## src/rtl/skin_mask_tracker_pkg.sv

```systemverilog
// Shared definitions for the skin-mask tracker: image defaults, field widths, mask bit, FSM states.
// The DIV state exists only when SKIN_TRACK_CENTROID_EN is defined.
package skin_mask_tracker_pkg;

    localparam int IMG_W_DEF   = 640;
    localparam int IMG_H_DEF   = 480;
    localparam int XW_DEF      = 10;
    localparam int YW_DEF      = 10;
    localparam int CNT_W_DEF   = 19;
    localparam int MIN_PIX_DEF = 64;
    localparam int SKIN_BIT    = 7;

`ifdef SKIN_TRACK_CENTROID_EN
    typedef enum logic [2:0] {
        ST_IDLE   = 3'd0,
        ST_ACTIVE = 3'd1,
        ST_LATCH  = 3'd2,
        ST_DONE   = 3'd3,
        ST_DIV    = 3'd4
    } state_t;
`else
    typedef enum logic [1:0] {
        ST_IDLE   = 2'd0,
        ST_ACTIVE = 2'd1,
        ST_LATCH  = 2'd2,
        ST_DONE   = 2'd3
    } state_t;
`endif

endpackage

```

## src/rtl/skin_mask_tracker_divider.sv

```systemverilog
// Restoring unsigned divider, one quotient bit per clock; a zero divisor yields a zero quotient.
// Quotient is valid from the done pulse until the next start.
module seq_divider #(
    parameter int DIVIDEND_W = 29,
    parameter int DIVISOR_W  = 19,
    parameter int QUOT_W     = 10
) (
    input  logic                  clk,
    input  logic                  rst_n,
    input  logic                  start,
    input  logic [DIVIDEND_W-1:0] dividend,
    input  logic [DIVISOR_W-1:0]  divisor,
    output logic                  busy,
    output logic                  done,
    output logic [QUOT_W-1:0]     quotient
);

    localparam int STEP_W = $clog2(DIVIDEND_W + 1);

    logic                  load;
    logic [STEP_W-1:0]     steps_q;
    logic [DIVISOR_W-1:0]  rem_q;
    logic [DIVISOR_W-1:0]  dsr_q;
    logic [DIVIDEND_W-1:0] quo_q;
    logic                  zero_q;
    logic [DIVISOR_W:0]    shifted;
    logic [DIVISOR_W-1:0]  rem_nxt;
    logic                  ge;

    assign load = start & ~busy;

    always_comb begin
        shifted = {rem_q, quo_q[DIVIDEND_W-1]};
        ge      = (shifted >= {1'b0, dsr_q});
        rem_nxt = ge ? DIVISOR_W'(shifted - {1'b0, dsr_q}) : shifted[DIVISOR_W-1:0];
    end

    always_ff @(posedge clk or negedge rst_n) begin
        if (!rst_n) begin
            busy    <= 1'b0;
            done    <= 1'b0;
            steps_q <= '0;
        end else begin
            done <= 1'b0;
            if (load) begin
                busy    <= 1'b1;
                steps_q <= STEP_W'(DIVIDEND_W);
            end else if (busy) begin
                steps_q <= steps_q - STEP_W'(1);
                if (steps_q == STEP_W'(1)) begin
                    busy <= 1'b0;
                    done <= 1'b1;
                end
            end
        end
    end

    // dividend shifts out MSB-first while quotient bits shift in from the bottom
    always_ff @(posedge clk) begin
        if (load) begin
            rem_q  <= '0;
            dsr_q  <= divisor;
            quo_q  <= dividend;
            zero_q <= (divisor == '0);
        end else if (busy) begin
            rem_q <= rem_nxt;
            quo_q <= {quo_q[DIVIDEND_W-2:0], ge};
        end
    end

    assign quotient = zero_q ? '0 : quo_q[QUOT_W-1:0];

endmodule

```

## src/rtl/skin_mask_tracker.sv

```systemverilog
// Per-frame bounding box and skin-pixel count from a binary skin mask; one result pulse per frame.
// Define SKIN_TRACK_CENTROID_EN to add sum accumulators, two seq_divider instances and centroid outputs.
module skin_mask_tracker
    import skin_mask_tracker_pkg::*;
#(
    parameter int IMG_W   = IMG_W_DEF,
    parameter int IMG_H   = IMG_H_DEF,
    parameter int XW      = XW_DEF,
    parameter int YW      = YW_DEF,
    parameter int CNT_W   = CNT_W_DEF,
    parameter int MIN_PIX = MIN_PIX_DEF
) (
    input  logic             clk,
    input  logic             rst_n,
    input  logic             in_vsync,
    input  logic             in_de,
    input  logic [7:0]       in_binary,
    output logic [XW-1:0]    box_x_min,
    output logic [XW-1:0]    box_x_max,
    output logic [YW-1:0]    box_y_min,
    output logic [YW-1:0]    box_y_max,
    output logic [CNT_W-1:0] obj_count,
    output logic             obj_valid,
`ifdef SKIN_TRACK_CENTROID_EN
    output logic [XW-1:0]    centroid_x,
    output logic [YW-1:0]    centroid_y,
`endif
    output logic             result_valid
);

    localparam logic [XW-1:0]    X_LAST  = XW'(IMG_W - 1);
    localparam logic [YW-1:0]    Y_LAST  = YW'(IMG_H - 1);
    localparam logic [CNT_W-1:0] CNT_MAX = {CNT_W{1'b1}};
    localparam logic [CNT_W-1:0] MIN_CNT = CNT_W'(MIN_PIX);

    function automatic logic [XW-1:0] sat_inc_x(input logic [XW-1:0] v);
        return (v >= X_LAST) ? X_LAST : v + XW'(1);
    endfunction

    function automatic logic [YW-1:0] sat_inc_y(input logic [YW-1:0] v);
        return (v >= Y_LAST) ? Y_LAST : v + YW'(1);
    endfunction

    function automatic logic [CNT_W-1:0] sat_inc_cnt(input logic [CNT_W-1:0] v);
        return (v == CNT_MAX) ? CNT_MAX : v + CNT_W'(1);
    endfunction

    state_t state_q, state_nxt;
    logic   vsync_d, de_d;
    logic   vsync_rise, de_fall, hit;
    logic   load_out;
    logic   obj_ok;
    logic   unused_bits;

    logic [XW-1:0]    x_p0, acc_xmin_p0, acc_xmax_p0, xmin_nxt, xmax_nxt;
    logic [YW-1:0]    y_p0, acc_ymin_p0, acc_ymax_p0, ymin_nxt, ymax_nxt;
    logic [CNT_W-1:0] acc_cnt_p0, cnt_nxt;

    logic [XW-1:0]    snap_xmin_p1, snap_xmax_p1;
    logic [YW-1:0]    snap_ymin_p1, snap_ymax_p1;
    logic [CNT_W-1:0] snap_cnt_p1;

`ifdef SKIN_TRACK_CENTROID_EN
    localparam int SX_W  = CNT_W + XW;
    localparam int SY_W  = CNT_W + YW;
    localparam int DIV_W = CNT_W + ((XW > YW) ? XW : YW);

    logic [SX_W-1:0] acc_sumx_p0, sumx_nxt, snap_sumx_p1;
    logic [SY_W-1:0] acc_sumy_p0, sumy_nxt, snap_sumy_p1;
    logic            div_start;
    logic            busy_x, busy_y, done_x, done_y;
    logic [XW-1:0]   quot_x;
    logic [YW-1:0]   quot_y;
`endif

    assign vsync_rise  = in_vsync & ~vsync_d;
    assign de_fall     = de_d & ~in_de;
    assign hit         = in_de & in_binary[SKIN_BIT];
    assign unused_bits = ^in_binary;

    always_ff @(posedge clk or negedge rst_n) begin
        if (!rst_n) begin
            vsync_d <= 1'b0;
            de_d    <= 1'b0;
            x_p0    <= '0;
            y_p0    <= '0;
        end else begin
            vsync_d <= in_vsync;
            de_d    <= in_de;
            if (vsync_rise) begin
                x_p0 <= '0;
                y_p0 <= '0;
            end else if (de_fall) begin
                x_p0 <= '0;
                y_p0 <= sat_inc_y(y_p0);
            end else if (in_de) begin
                x_p0 <= sat_inc_x(x_p0);
            end
        end
    end

    // stage 0: running accumulators, including a hit that coincides with the vsync rise
    always_comb begin
        cnt_nxt  = acc_cnt_p0;
        xmin_nxt = acc_xmin_p0;
        xmax_nxt = acc_xmax_p0;
        ymin_nxt = acc_ymin_p0;
        ymax_nxt = acc_ymax_p0;
`ifdef SKIN_TRACK_CENTROID_EN
        sumx_nxt = acc_sumx_p0;
        sumy_nxt = acc_sumy_p0;
`endif
        if (hit) begin
            cnt_nxt  = sat_inc_cnt(acc_cnt_p0);
            xmin_nxt = (x_p0 < acc_xmin_p0) ? x_p0 : acc_xmin_p0;
            xmax_nxt = (x_p0 > acc_xmax_p0) ? x_p0 : acc_xmax_p0;
            ymin_nxt = (y_p0 < acc_ymin_p0) ? y_p0 : acc_ymin_p0;
            ymax_nxt = (y_p0 > acc_ymax_p0) ? y_p0 : acc_ymax_p0;
`ifdef SKIN_TRACK_CENTROID_EN
            sumx_nxt = acc_sumx_p0 + SX_W'(x_p0);
            sumy_nxt = acc_sumy_p0 + SY_W'(y_p0);
`endif
        end
    end

    always_ff @(posedge clk or negedge rst_n) begin
        if (!rst_n) begin
            acc_cnt_p0  <= '0;
            acc_xmin_p0 <= '0;
            acc_xmax_p0 <= '0;
            acc_ymin_p0 <= '0;
            acc_ymax_p0 <= '0;
`ifdef SKIN_TRACK_CENTROID_EN
            acc_sumx_p0 <= '0;
            acc_sumy_p0 <= '0;
`endif
        end else if (vsync_rise) begin
            acc_cnt_p0  <= '0;
            acc_xmin_p0 <= X_LAST;
            acc_xmax_p0 <= '0;
            acc_ymin_p0 <= Y_LAST;
            acc_ymax_p0 <= '0;
`ifdef SKIN_TRACK_CENTROID_EN
            acc_sumx_p0 <= '0;
            acc_sumy_p0 <= '0;
`endif
        end else begin
            acc_cnt_p0  <= cnt_nxt;
            acc_xmin_p0 <= xmin_nxt;
            acc_xmax_p0 <= xmax_nxt;
            acc_ymin_p0 <= ymin_nxt;
            acc_ymax_p0 <= ymax_nxt;
`ifdef SKIN_TRACK_CENTROID_EN
            acc_sumx_p0 <= sumx_nxt;
            acc_sumy_p0 <= sumy_nxt;
`endif
        end
    end

    // stage 1: frame snapshot, taken only while a frame is being tracked
    always_ff @(posedge clk) begin
        if (vsync_rise && state_q == ST_ACTIVE) begin
            snap_cnt_p1  <= cnt_nxt;
            snap_xmin_p1 <= xmin_nxt;
            snap_xmax_p1 <= xmax_nxt;
            snap_ymin_p1 <= ymin_nxt;
            snap_ymax_p1 <= ymax_nxt;
`ifdef SKIN_TRACK_CENTROID_EN
            snap_sumx_p1 <= sumx_nxt;
            snap_sumy_p1 <= sumy_nxt;
`endif
        end
    end

`ifdef SKIN_TRACK_CENTROID_EN
    seq_divider #(
        .DIVIDEND_W (DIV_W),
        .DIVISOR_W  (CNT_W),
        .QUOT_W     (XW)
    ) u_div_x (
        .clk      (clk),
        .rst_n    (rst_n),
        .start    (div_start),
        .dividend (DIV_W'(snap_sumx_p1)),
        .divisor  (snap_cnt_p1),
        .busy     (busy_x),
        .done     (done_x),
        .quotient (quot_x)
    );

    seq_divider #(
        .DIVIDEND_W (DIV_W),
        .DIVISOR_W  (CNT_W),
        .QUOT_W     (YW)
    ) u_div_y (
        .clk      (clk),
        .rst_n    (rst_n),
        .start    (div_start),
        .dividend (DIV_W'(snap_sumy_p1)),
        .divisor  (snap_cnt_p1),
        .busy     (busy_y),
        .done     (done_y),
        .quotient (quot_y)
    );
`endif

    always_ff @(posedge clk or negedge rst_n) begin
        if (!rst_n) state_q <= ST_IDLE;
        else        state_q <= state_nxt;
    end

    always_comb begin
        state_nxt = state_q;
        load_out  = 1'b0;
`ifdef SKIN_TRACK_CENTROID_EN
        div_start = 1'b0;
`endif
        case (state_q)
            ST_IDLE:   if (vsync_rise) state_nxt = ST_ACTIVE;
            ST_ACTIVE: if (vsync_rise) state_nxt = ST_LATCH;
            ST_LATCH: begin
`ifdef SKIN_TRACK_CENTROID_EN
                if (!busy_x && !busy_y) begin
                    div_start = 1'b1;
                    state_nxt = ST_DIV;
                end
`else
                load_out  = 1'b1;
                state_nxt = ST_DONE;
`endif
            end
`ifdef SKIN_TRACK_CENTROID_EN
            ST_DIV: begin
                if (done_x && done_y) begin
                    load_out  = 1'b1;
                    state_nxt = ST_DONE;
                end
            end
`endif
            ST_DONE:   state_nxt = ST_ACTIVE;
            default:   state_nxt = ST_IDLE;
        endcase
    end

    assign obj_ok = (snap_cnt_p1 >= MIN_CNT);

    // stage 2: published results, held until the next frame's pulse
    always_ff @(posedge clk or negedge rst_n) begin
        if (!rst_n) begin
            result_valid <= 1'b0;
            obj_valid    <= 1'b0;
            obj_count    <= '0;
            box_x_min    <= '0;
            box_x_max    <= '0;
            box_y_min    <= '0;
            box_y_max    <= '0;
`ifdef SKIN_TRACK_CENTROID_EN
            centroid_x   <= '0;
            centroid_y   <= '0;
`endif
        end else begin
            result_valid <= load_out;
            if (load_out) begin
                obj_count <= snap_cnt_p1;
                obj_valid <= obj_ok;
                box_x_min <= obj_ok ? snap_xmin_p1 : '0;
                box_x_max <= obj_ok ? snap_xmax_p1 : '0;
                box_y_min <= obj_ok ? snap_ymin_p1 : '0;
                box_y_max <= obj_ok ? snap_ymax_p1 : '0;
`ifdef SKIN_TRACK_CENTROID_EN
                centroid_x <= obj_ok ? quot_x : '0;
                centroid_y <= obj_ok ? quot_y : '0;
`endif
            end
        end
    end

endmodule

```

## config.mk

```make
export PLATFORM = sky130hd
export DESIGN_NAME = skin_mask_tracker
export DESIGN_NICKNAME = d
export VERILOG_FILES = /design/src/rtl/skin_mask_tracker_pkg.sv /design/src/rtl/skin_mask_tracker_divider.sv /design/src/rtl/skin_mask_tracker.sv
export SDC_FILE = /design/constraint.sdc
export NUM_CORES = 1
export LEC_CHECK = 0
export ABC_AREA = 1
export BUFFER_PORTS_ARGS = -buffer_cell sky130_fd_sc_hd__buf_4
export CORE_UTILIZATION = 30
export DETAILED_ROUTE_END_ITERATION = 10
export HOLD_SLACK_MARGIN = 0.05
export PLACE_DENSITY = 0.5
export SETUP_SLACK_MARGIN = 0.05
export SLEW_MARGIN = 20
export SYNTH_ARGS = -nofsm -noshare
export SYNTH_HDL_FRONTEND = slang
export SYNTH_SLANG_ARGS = --single-unit
```

## constraint.sdc

```tcl
create_clock -name clk -period 10.35 [get_ports clk]
set_clock_uncertainty 0.15 [all_clocks]
set_input_delay 2.07 -clock clk [delete_from_list [all_inputs] [get_ports clk]]
set_output_delay 2.07 -clock clk [all_outputs]
set_load 0.01 [all_outputs]
```

Word level (Yosys, flattened, before mapping)
Cells that the tools add are included.
- add/subtract/negate cells: 3
- $lt $le $gt $ge: 7
- eq/ne operators: 6
- multiplexer cells: 30
- bitwise logic cells: 5
- reductions and logical operators: 5
- operator list (operator ; count):
    2-to-1 mux 10 bit ; 23
    2-to-1 mux 19 bit ; 3
    adder 10 x 1 -> 10 bit, second input constant ; 2
    greater-than comparator 10 bit ; 2
    < comparator 10 bit ; 2
    adder 19 x 1 -> 19 bit, second input constant ; 1
    equality test 19 bit, second input constant ; 1
    greater-or-equal comparator 19 x 7 -> 1 bit, second input constant ; 1
    greater-or-equal comparator 10 bit, second input constant ; 1
    greater-or-equal comparator 10 x 9 -> 1 bit, second input constant ; 1
    case mux 2 bit (4 select lines) ; 1
    equality test 2 bit, second input constant ; 2
    2-to-1 mux 2 bit ; 2
    inequality test 2 bit, second input constant ; 2
    bitwise AND 1 bit ; 3
    nonzero test 3 bit ; 1
    equality test 2 x 1 -> 1 bit, second input constant ; 1
    zero test 2 bit ; 1
    NOT 1 bit ; 2
    AND reduction 2 bit ; 1
    nonzero test 2 bit ; 1
    logical AND 1 bit ; 1
    2-to-1 mux 1 bit ; 1
- register bits: 203
- input bits: 12
- output and inout port bits: 61
- word-level logic and storage cells: 78

Logic depth before layout (Yosys ltp)
Gate-level depths: netlist (run 1).
- depth in word-level cells: 5
- mapped depth: 12
- depth with buffers taken out: 12

Least setup slack after synthesis (run 1)
Ideal clock, no wire load.
- path kind: input -> register
- from: input port in_vsync
- to: register snap_cnt_p1[0], enable pin
- library setup time: 0.476 ns
- data arrival time: 4.838 ns
- required time: 9.724 ns
- path slack: 4.886 ns
- stages: 3
- buffers on the path: 1
- cells stage by stage: nand2_2 > clkbuf_1 > nor2_1
- longest elaborated chain between the ends: 2
- RTL lines (item ; line ; RTL):
    start, declared ; skin_mask_tracker.sv:15 ; input logic in_vsync,
    bitwise AND 1 bit ; skin_mask_tracker.sv:76 ; assign vsync_rise = in_vsync & ~vsync_d;
    logical AND 1 bit ; skin_mask_tracker.sv:162 ; if (vsync_rise && state_q == ST_ACTIVE) begin
    end signal, assigned ; skin_mask_tracker.sv:163 ; snap_cnt_p1 <= cnt_nxt;
    end, declared ; skin_mask_tracker.sv:61 ; logic [CNT_W-1:0] snap_cnt_p1;
Every way passes these cells.
A chain may end at the register's enable or synchronous reset.

Final worst setup path (run 1)
- from: input port in_de
- to: register snap_xmin_p1[0] (data pin)
- longest elaborated chain between the ends: 2
- RTL lines (item ; line ; RTL):
    start, declared ; skin_mask_tracker.sv:16 ; input logic in_de,
    bitwise AND 1 bit ; skin_mask_tracker.sv:78 ; assign hit = in_de & in_binary[SKIN_BIT];
    2-to-1 mux 10 bit ; skin_mask_tracker.sv:113 ; if (hit) begin
    net xmin_nxt[0] ; skin_mask_tracker.sv:55 ; logic [XW-1:0] x_p0, acc_xmin_p0, acc_xmax_p0, xmin_nxt, xmax_nxt;
    end signal, assigned ; skin_mask_tracker.sv:164 ; snap_xmin_p1 <= xmin_nxt;
    end, declared ; skin_mask_tracker.sv:59 ; logic [XW-1:0] snap_xmin_p1, snap_xmax_p1;
The timed path passes the listed nets, and every way through them passes these cells.

==> results of run 1 <==
-- per-stage QoR --
stage | worst slack (ns) | cell area [µm²] | hold slack, ns
4_1_cts | 6.34 | 11300 | 0.300
3_5_place_dp | 5.79 | 10500 | 0.284
5_1_grt | 6.20 | 11300 | 0.312
6_report | 6.38 | 11300 | 0.294
2_1_floorplan | 4.89 | 9640 | 0.272
3_3_place_gp | 5.80 | 10500 | 0.277
-- layout by cell type (no fill, tap or decap), types with 4 or more instances in the layout --
| master | count |
|---|---|
| sky130_fd_sc_hd__dfrtp_1 | 144 |
| sky130_fd_sc_hd__ha_1 | 44 |
| sky130_fd_sc_hd__nand4_1 | 25 |
| sky130_fd_sc_hd__bufinv_16 | 4 |
| sky130_fd_sc_hd__nand2_1 | 362 |
| sky130_fd_sc_hd__nand3b_1 | 5 |
| sky130_fd_sc_hd__xor2_1 | 11 |
| sky130_fd_sc_hd__nand3_1 | 107 |
| sky130_fd_sc_hd__nor3_1 | 9 |
| sky130_fd_sc_hd__clkbuf_8 | 4 |
| sky130_fd_sc_hd__clkbuf_16 | 23 |
| sky130_fd_sc_hd__inv_1 | 137 |
| sky130_fd_sc_hd__clkinv_2 | 4 |
| sky130_fd_sc_hd__buf_4 | 69 |
| sky130_fd_sc_hd__clkbuf_1 | 5 |
| sky130_fd_sc_hd__a21oi_2 | 8 |
| sky130_fd_sc_hd__o21ai_0 | 37 |
| sky130_fd_sc_hd__nor2_1 | 67 |
| sky130_fd_sc_hd__xnor2_1 | 5 |
| sky130_fd_sc_hd__edfxtp_1 | 59 |
| sky130_fd_sc_hd__a21oi_1 | 18 |
-- worst max-delay path, stage by stage --
cell and delay (ns):
sky130_fd_sc_hd__buf_4 0.12, sky130_fd_sc_hd__nand2_2 0.20, sky130_fd_sc_hd__inv_2 0.35, sky130_fd_sc_hd__nand2_1 0.10, sky130_fd_sc_hd__nor2_1 0.59, sky130_fd_sc_hd__nand3_2 0.38
sky130_fd_sc_hd__nand2_1 0.17, sky130_fd_sc_hd__nand2_1 0.08
-- final timing paths --
| kind | slack, ns | startpoint | to |
|---|---|---|---|
| setup / recovery | 6.38 | in_de | snap_xmin_p1[0] |
| hold / removal | 0.29 | snap_cnt_p1[3] | obj_count[3] |
| setup reg to reg | 7.58 | state_q[0] | box_x_min[7] |
| hold reg to reg | 0.29 | snap_cnt_p1[3] | obj_count[3] |
| max in group asynchronous | 7.26 | rst_n | box_x_max[9] |
| min in group asynchronous | 1.48 | rst_n | x_p0[2] |
-- cells by family after synthesis --
| kind of cell | count (synthesis) |
|---|---|
| compound gates | 65 |
| fa+ha+maj | 45 |
| buf+inv | 179 |
| flops | 203 |
| xor+xnor | 16 |
| simple gates | 589 |
-- layer usage --
layer	track usage [%]	vias to the layer above	routed length, µm
met5	0	-	0
met4	4.27	0	497
met3	1.96	30	778
met2	22.7	99	10200
met1	18.9	3355	10500
li1	-	3637	-
-- area by class of cell --
class                      instances  area [µm²]  share of cell area (%)
clock inverter                    10         160                    1.41
clock buffer                      32         649                    5.73
sequential                       203        5380                    47.4
tap                              402         503                    4.44
inverter                         141         531                    4.68
multi-input combinational        715        3580                    31.6
timing repair buffer              70         529                    4.67
-- power by group through the flow --
stage	Sequential (mW)	Combinational, mW	Clock [mW]
2_1_floorplan	1.18	0.416	0
3_3_place_gp	1.14	0.762	0
6_report	1.13	0.755	0.867
4_1_cts	1.13	0.775	0.898
5_1_grt	1.15	0.869	0.932
3_5_place_dp	1.14	0.772	0
==> metrics.md, run 1 <==
| Metric | Value |
|---|---|
| Clock latency on the worst-skew pair | `0.52 ns` |
| Run status | `finished clean` |
| Largest voltage drop on the vdd net | `0.112 mV` |
| Vias in the first global route | `7076` |
| Average wire per standard cell | `14.0 µm` |
| Share of flip-flops with an asynchronous set or reset after synthesis | `70.9%` |
| Root Buffer | `sky130_fd_sc_hd__clkbuf_16` |
| Cells taking the most area after synthesis | `sky130_fd_sc_hd__dfrtp_1, sky130_fd_sc_hd__edfxtp_1, sky130_fd_sc_hd__nand2_1` |
| Fraction of the mapped netlist area in compound gates | `3.73%` |
| Max Cap Violations | `0` |
| Top cell type's share of synthesized area | `37.4%` |
| Kind of end point of the critical path | `flop` |
| Dominant combinational cell family by area after synthesis | `simple AND/OR/NAND/NOR gates` |
| Switching power total | `879 µW` |
| Relative max-transition margin | `37.4%` |
| Leakage power figure | `5.79 nW` |
| Wire length of the first global-routing pass | `36800 µm` |
| Post-synth top area cell | `sky130_fd_sc_hd__dfrtp_1` |
| CP Data Arrival Time | `4.09 ns` |
| Cts bufs inserted | `23` |
| Port Buf Inserts | `65` |
| Number of register bits inferred by synthesis | `203` |
| Instance count after placement with tap cells included | `1531` |
| Overall die height | `181 µm` |
| Total number of nets in the final design | `1211` |
| Count of inserted antenna diode cells | `0` |
| Clk pwr share | `31.5%` |
| Net Sw Frac | `32.0%` |
| Most numerous cell in the Yosys netlist | `sky130_fd_sc_hd__nand2_1` |
| Fraction of final layout cells sized beyond drive strength 1 | `11.3%` |
| Number of design rule violations left after detail routing | `0` |
| Setup total negative slack | `0 ns` |
| Actual slew at the worst max-slew pin | `0.938 ns` |
| Final Non-Filler Cells | `1573` |
| Share of total power in combinational logic | `27.4%` |
| Max H-tree Level | `1` |
| Std-Cell Core Area | `31600 µm²` |
| Yosys Warn Count | `0` |
| I/O pin total | `73` |
| Number of vias per cell | `4.53` |
| Max-slew violations | `0` |
| Pwr Density | `243 nW/µm²` |
| Final hold vios | `0` |
| Xor/xnor share of the synthesized area | `1.45%` |
| Detailed placer's ending HPWL | `14400 µm` |
| Arithmetic-cell share of the synthesized area counting full adders, half adders and majority gates | `5.84%` |
| Initial antenna violation count | `0` |
| Required time of the critical path | `10.46 ns` |
| Number of enable flip-flop cells after synthesis | `59` |
| Sequential fraction of design power | `41.0%` |
| Mux cell area share after synthesis | `0%` |
| Count of different cell masters after synthesis | `31` |
| P&R area growth vs syn | `17.6%` |
| Simple-gate portion of the synthesized area | `26.0%` |
| Total track usage | `13.8%` |
| Synthesized netlist cell count | `1097` |
| List of most frequent post-synthesis cells | `sky130_fd_sc_hd__nand2_1, sky130_fd_sc_hd__dfrtp_1, sky130_fd_sc_hd__inv_1` |
| First-pass detailed-route iteration total | `4` |
| CTS tree | `yes` |
| Mapped Area | `9640 µm²` |
| Total Power | `2.75 mW` |
| Number of vias after detailed routing | `7121` |
| Regs by FF count | `acc_cnt_p0 x19, obj_count x19, snap_cnt_p1 x19` |
| Sequential cell area fraction in the yosys report | `55.8%` |
| Final WL | `22000 µm` |
| Post-CTS setup buffer count | `0` |
| RSZ-0062 raised after global routing | `no` |
| Clock edge transition at the registers on the reported setup and hold paths | `0.06 ns` |
| Critical path class | `in -> reg` |
| Weighted congestion at the end of routability-driven global placement | `0.834` |
| Depth of the worst hold-timing path | `2` |
| Portion of the clock cycle consumed by the worst path in the final layout | `38.4%` |
| Overall overflow remaining after global route | `0` |
| Clock net sink count | `203` |
| CP Launch Type | `input pin` |
| Worst-case reg-to-reg path depth | `6` |
| Maximum fanout along the worst path | `14` |
| Util after Layout | `35.9%` |
| Number of buffers between clock root and the deepest sink | `3` |
| Post-synthesis average cell area | `8.78 µm²` |
| Effective utilization at floorplan | `30.5%` |
| Top_reg_cell synth | `sky130_fd_sc_hd__dfrtp_1` |
| Total of cells resized after clock tree synthesis | `0` |
| Number of violations reported at the end of detailed-routing iteration 0 | `460` |
| Net count of the mapped netlist | `1154` |
| # hold bufs at CTS | `0` |
| Number of fill cells | `3268` |
| Post-DRT Antenna Nets | `0` |
| Type of the tightest min-delay check | `reg -> reg` |
| Finish-stage setup viols | `0` |
| Total die area | `32800 µm²` |
| Internal Dissipation | `1.87 mW` |
| Die span in x | `181 µm` |
| Maximum achievable frequency | `252 MHz` |
| Maximum number of pins on one net before global-route repair | `88` |
| Placement row count | `65` |
| Minimum period implied by the final worst setup slack | `3.97 ns` |
Power figures use the tool's default switching activity.
==> run 2, diff against run 1 <==
==> constraint.sdc (replaced) <==
create_clock -name clk -period 3.9 [get_ports clk]
set_clock_uncertainty 0.15 [all_clocks]
set_input_delay 0.78 -clock clk [delete_from_list [all_inputs] [get_ports clk]]
set_output_delay 0.78 -clock clk [all_outputs]
set_load 0.01 [all_outputs]
==> run 2 against run 1 <==
Effect of this change: core utilization up 0.075 points; critical endpoint is now snap_xmax_p1[8]; die area unchanged; sequential power rose to 2.7 times the previous value; critical path type is now reg -> reg; largest cell class unchanged; combinational power rose to 2.7 times the previous value; wire length rose by 0.89%; worst setup slack lost 5.1 ns; global-route usage rose by 0.19 points; hold slack got worse by 0.22 ns; critical path depth increased by 1; sequential share of layout area shrank 0.099 points.
==> metrics.md, run 2 (synthesized netlist as in run 1, its figures left out) <==
| Metric | Value |
|---|---|
| Maximum fanout along the worst path | `11 (-3)` |
| Type of the tightest min-delay check | `in -> async` |
| Final WL | `22200 µm (+0.89%)` |
| Number of fill cells | `3236 (-0.98%)` |
| Total of cells resized after clock tree synthesis | `0 (unchanged)` |
| Setup total negative slack | `0 ns (unchanged)` |
| Reg-to-Reg End | `snap_xmax_p1[8]` |
| Minimum period implied by the final worst setup slack | `2.59 ns` |
| Number of vias per cell | `4.52 (-0.18%)` |
| Total track usage | `14.0% (+0.19 points)` |
| Post-CTS setup buffer count | `0 (unchanged)` |
| CP Launch Type | `flop` |
| Number of vias after detailed routing | `7144 (+0.32%)` |
| Wire length of the first global-routing pass | `37600 µm (+2.1%)` |
| Final setup margin | `1.31 ns (-5.06 ns)` |
| Worst Setup EP | `snap_xmax_p1[8]` |
| Initial antenna violation count | `0 (unchanged)` |
| Cts bufs inserted | `24 (+4.3%)` |
| Crit path cell chain | `ha_1 > nand2_1 > inv_1 > a21oi_1 > nand3_1 > nand2_1 > nand2_1 > nand2_1 > inv_1` |
| Layout Cell Area excl Fill | `11400 µm² (+0.21%)` |
| Regs by FF count | `acc_cnt_p0 x19, obj_count x19, snap_cnt_p1 x19` |
| Vias in the first global route | `7311 (+3.3%)` |
| # hold bufs at CTS | `0 (unchanged)` |
| Instance count after placement with tap cells included | `1537 (+0.39%)` |
| Clock edge transition at the registers on the reported setup and hold paths | `0.06 ns (about the same)` |
| Die span in x | `181 µm (unchanged)` |
| Required time of the critical path | `4.01 ns (-6.45 ns)` |
| Reg-to-reg critical path startpoint | `x_p0[9]` |
| Start point of the critical path | `x_p0[9]` |
| Maximum achievable frequency | `387 MHz` |
| Setup Slack @ Placement | `1.11 ns (-4.69 ns)` |
| Finish-stage setup viols | `0 (unchanged)` |
| Clock net sink count | `203 (unchanged)` |
| Portion of the clock cycle consumed by the worst path in the final layout | `66.3%` |
| First-pass detailed-route iteration total | `7 (+3)` |
| Fraction of final layout cells sized beyond drive strength 1 | `11.3% (about the same)` |
| CTS tree | `yes` |
| Effective utilization at floorplan | `30.5% (unchanged)` |
| Max-slew violations | `0 (unchanged)` |
| FF-to-FF setup slack | `1.31 ns (-6.27 ns)` |
| Total die area | `32800 µm² (unchanged)` |
| Number of design rule violations left after detail routing | `0 (unchanged)` |
| Root Buffer | `sky130_fd_sc_hd__clkbuf_16` |
| Number of violations reported at the end of detailed-routing iteration 0 | `310 (-33%)` |
| Worst-case hold slack | `0.0752 ns (-0.219 ns)` |
| Number of buffers between clock root and the deepest sink | `3 (unchanged)` |
| Total Power | `7.21 mW (+160%)` |
| Actual slew at the worst max-slew pin | `0.719 ns (-0.219 ns)` |
| Delay of the slowest cell on the worst path | `0.48 ns (-0.11 ns)` |
| Kind of end point of the critical path | `flop` |
| Port Buf Inserts | `65 (unchanged)` |
| Crit-path leading delay family | `simple AND/OR/NAND/NOR gates` |
| Util after Layout | `36.0% (+0.075 points)` |
| Final Non-Filler Cells | `1581 (+0.51%)` |
| Final hold vios | `0 (unchanged)` |
| Crit path depth | `9 (+1)` |
| Count of inserted antenna diode cells | `0 (unchanged)` |
| Leakage power figure | `5.81 nW (+0.29%)` |
| Relative max-transition margin | `52.1% (+15 points)` |
| Std-Cell Core Area | `31600 µm² (unchanged)` |
| Detailed placer's ending HPWL | `15000 µm (+3.9%)` |
| WP buf/inv | `2 (unchanged)` |
| CP Data Arrival Time | `2.70 ns (-1.39 ns)` |
| Commonest non-fill, non-tap cell in the layout | `sky130_fd_sc_hd__nand2_1` |
| Weighted congestion at the end of routability-driven global placement | `0.843 (+0.98%)` |
| Average wire per standard cell | `14.0 µm (+0.38%)` |
| RSZ-0062 raised after global routing | `no` |
| Placement row count | `65 (unchanged)` |
| I/O pin total | `73 (unchanged)` |
| Clock latency on the worst-skew pair | `0.51 ns (about the same)` |
| Commonest cells after routing, fill and taps aside | `sky130_fd_sc_hd__nand2_1, sky130_fd_sc_hd__dfrtp_1, sky130_fd_sc_hd__inv_1` |
| Worst-case reg-to-reg path depth | `9 (+3)` |
| Pwr Density | `635 nW/µm² (+160%)` |
| Crit path max-delay cell type | `sky130_fd_sc_hd__dfrtp_1` |
| Run status | `finished clean` |
| Total number of nets in the final design | `1218 (+0.58%)` |
| Cell area after placement | `10600 µm² (+0.57%)` |
| Max Cap Violations | `0 (unchanged)` |
| Critical path class | `reg -> reg` |
| Overall overflow remaining after global route | `0 (unchanged)` |
| P&R area growth vs syn | `17.8%` |
| Max H-tree Level | `1 (unchanged)` |
| Most frequent cell on the critical path | `sky130_fd_sc_hd__nand2_1` |
| Maximum number of pins on one net before global-route repair | `68 (-23%)` |
| Overall die height | `181 µm (unchanged)` |
| Largest voltage drop on the vdd net | `0.289 mV (+160%)` |
| Post-DRT Antenna Nets | `0 (unchanged)` |
[run 2: area by class of cell]
class | instances | area [µm²] | area share [%]
clock buffer | 35 | 683 | 6.02
clock inverter | 9 | 91.3 | 0.805
inverter | 141 | 532 | 4.68
multi-input combinational | 715 | 3580 | 31.5
sequential | 203 | 5380 | 47.3
tap | 402 | 503 | 4.43
timing repair buffer | 76 | 587 | 5.17
[run 2: report_power, final]
part | switching (mW) | total (mW) | internal [mW]
combinational | 1.22 | 2.01 | 0.796
sequential | 0.252 | 3.00 | 2.75
clock | 0.859 | 2.20 | 1.34
total | 2.33 | 7.21 | 4.89
[run 2: worst min path at each step]
stage | from | end | slack, ns | depth (start not counted)
floorplan | snap_cnt_p1[0] | obj_count[0] | 0.27 | 2
global placement | snap_cnt_p1[5] | obj_count[5] | 0.28 | 2
detailed placement | snap_cnt_p1[3] | obj_count[3] | 0.29 | 2
CTS | rst_n | vsync_d | 0.08 | 1
global route | rst_n | box_x_max[2] | 0.10 | 1
finish | rst_n | box_x_max[1] | 0.08 | 1
[run 2: routing by layer]
| layer | global-route usage, % | share of wire, % | vias to the layer above |
|---|---|---|---|
| met2 | 23.6 | 47 | 122 |
| li1 | - | - | 3640 |
| met4 | 3.19 | 1.9 | 0 |
| met1 | 18.9 | 47 | 3352 |
| met5 | 0 | 0 | - |
| met3 | 2.24 | 4.4 | 30 |
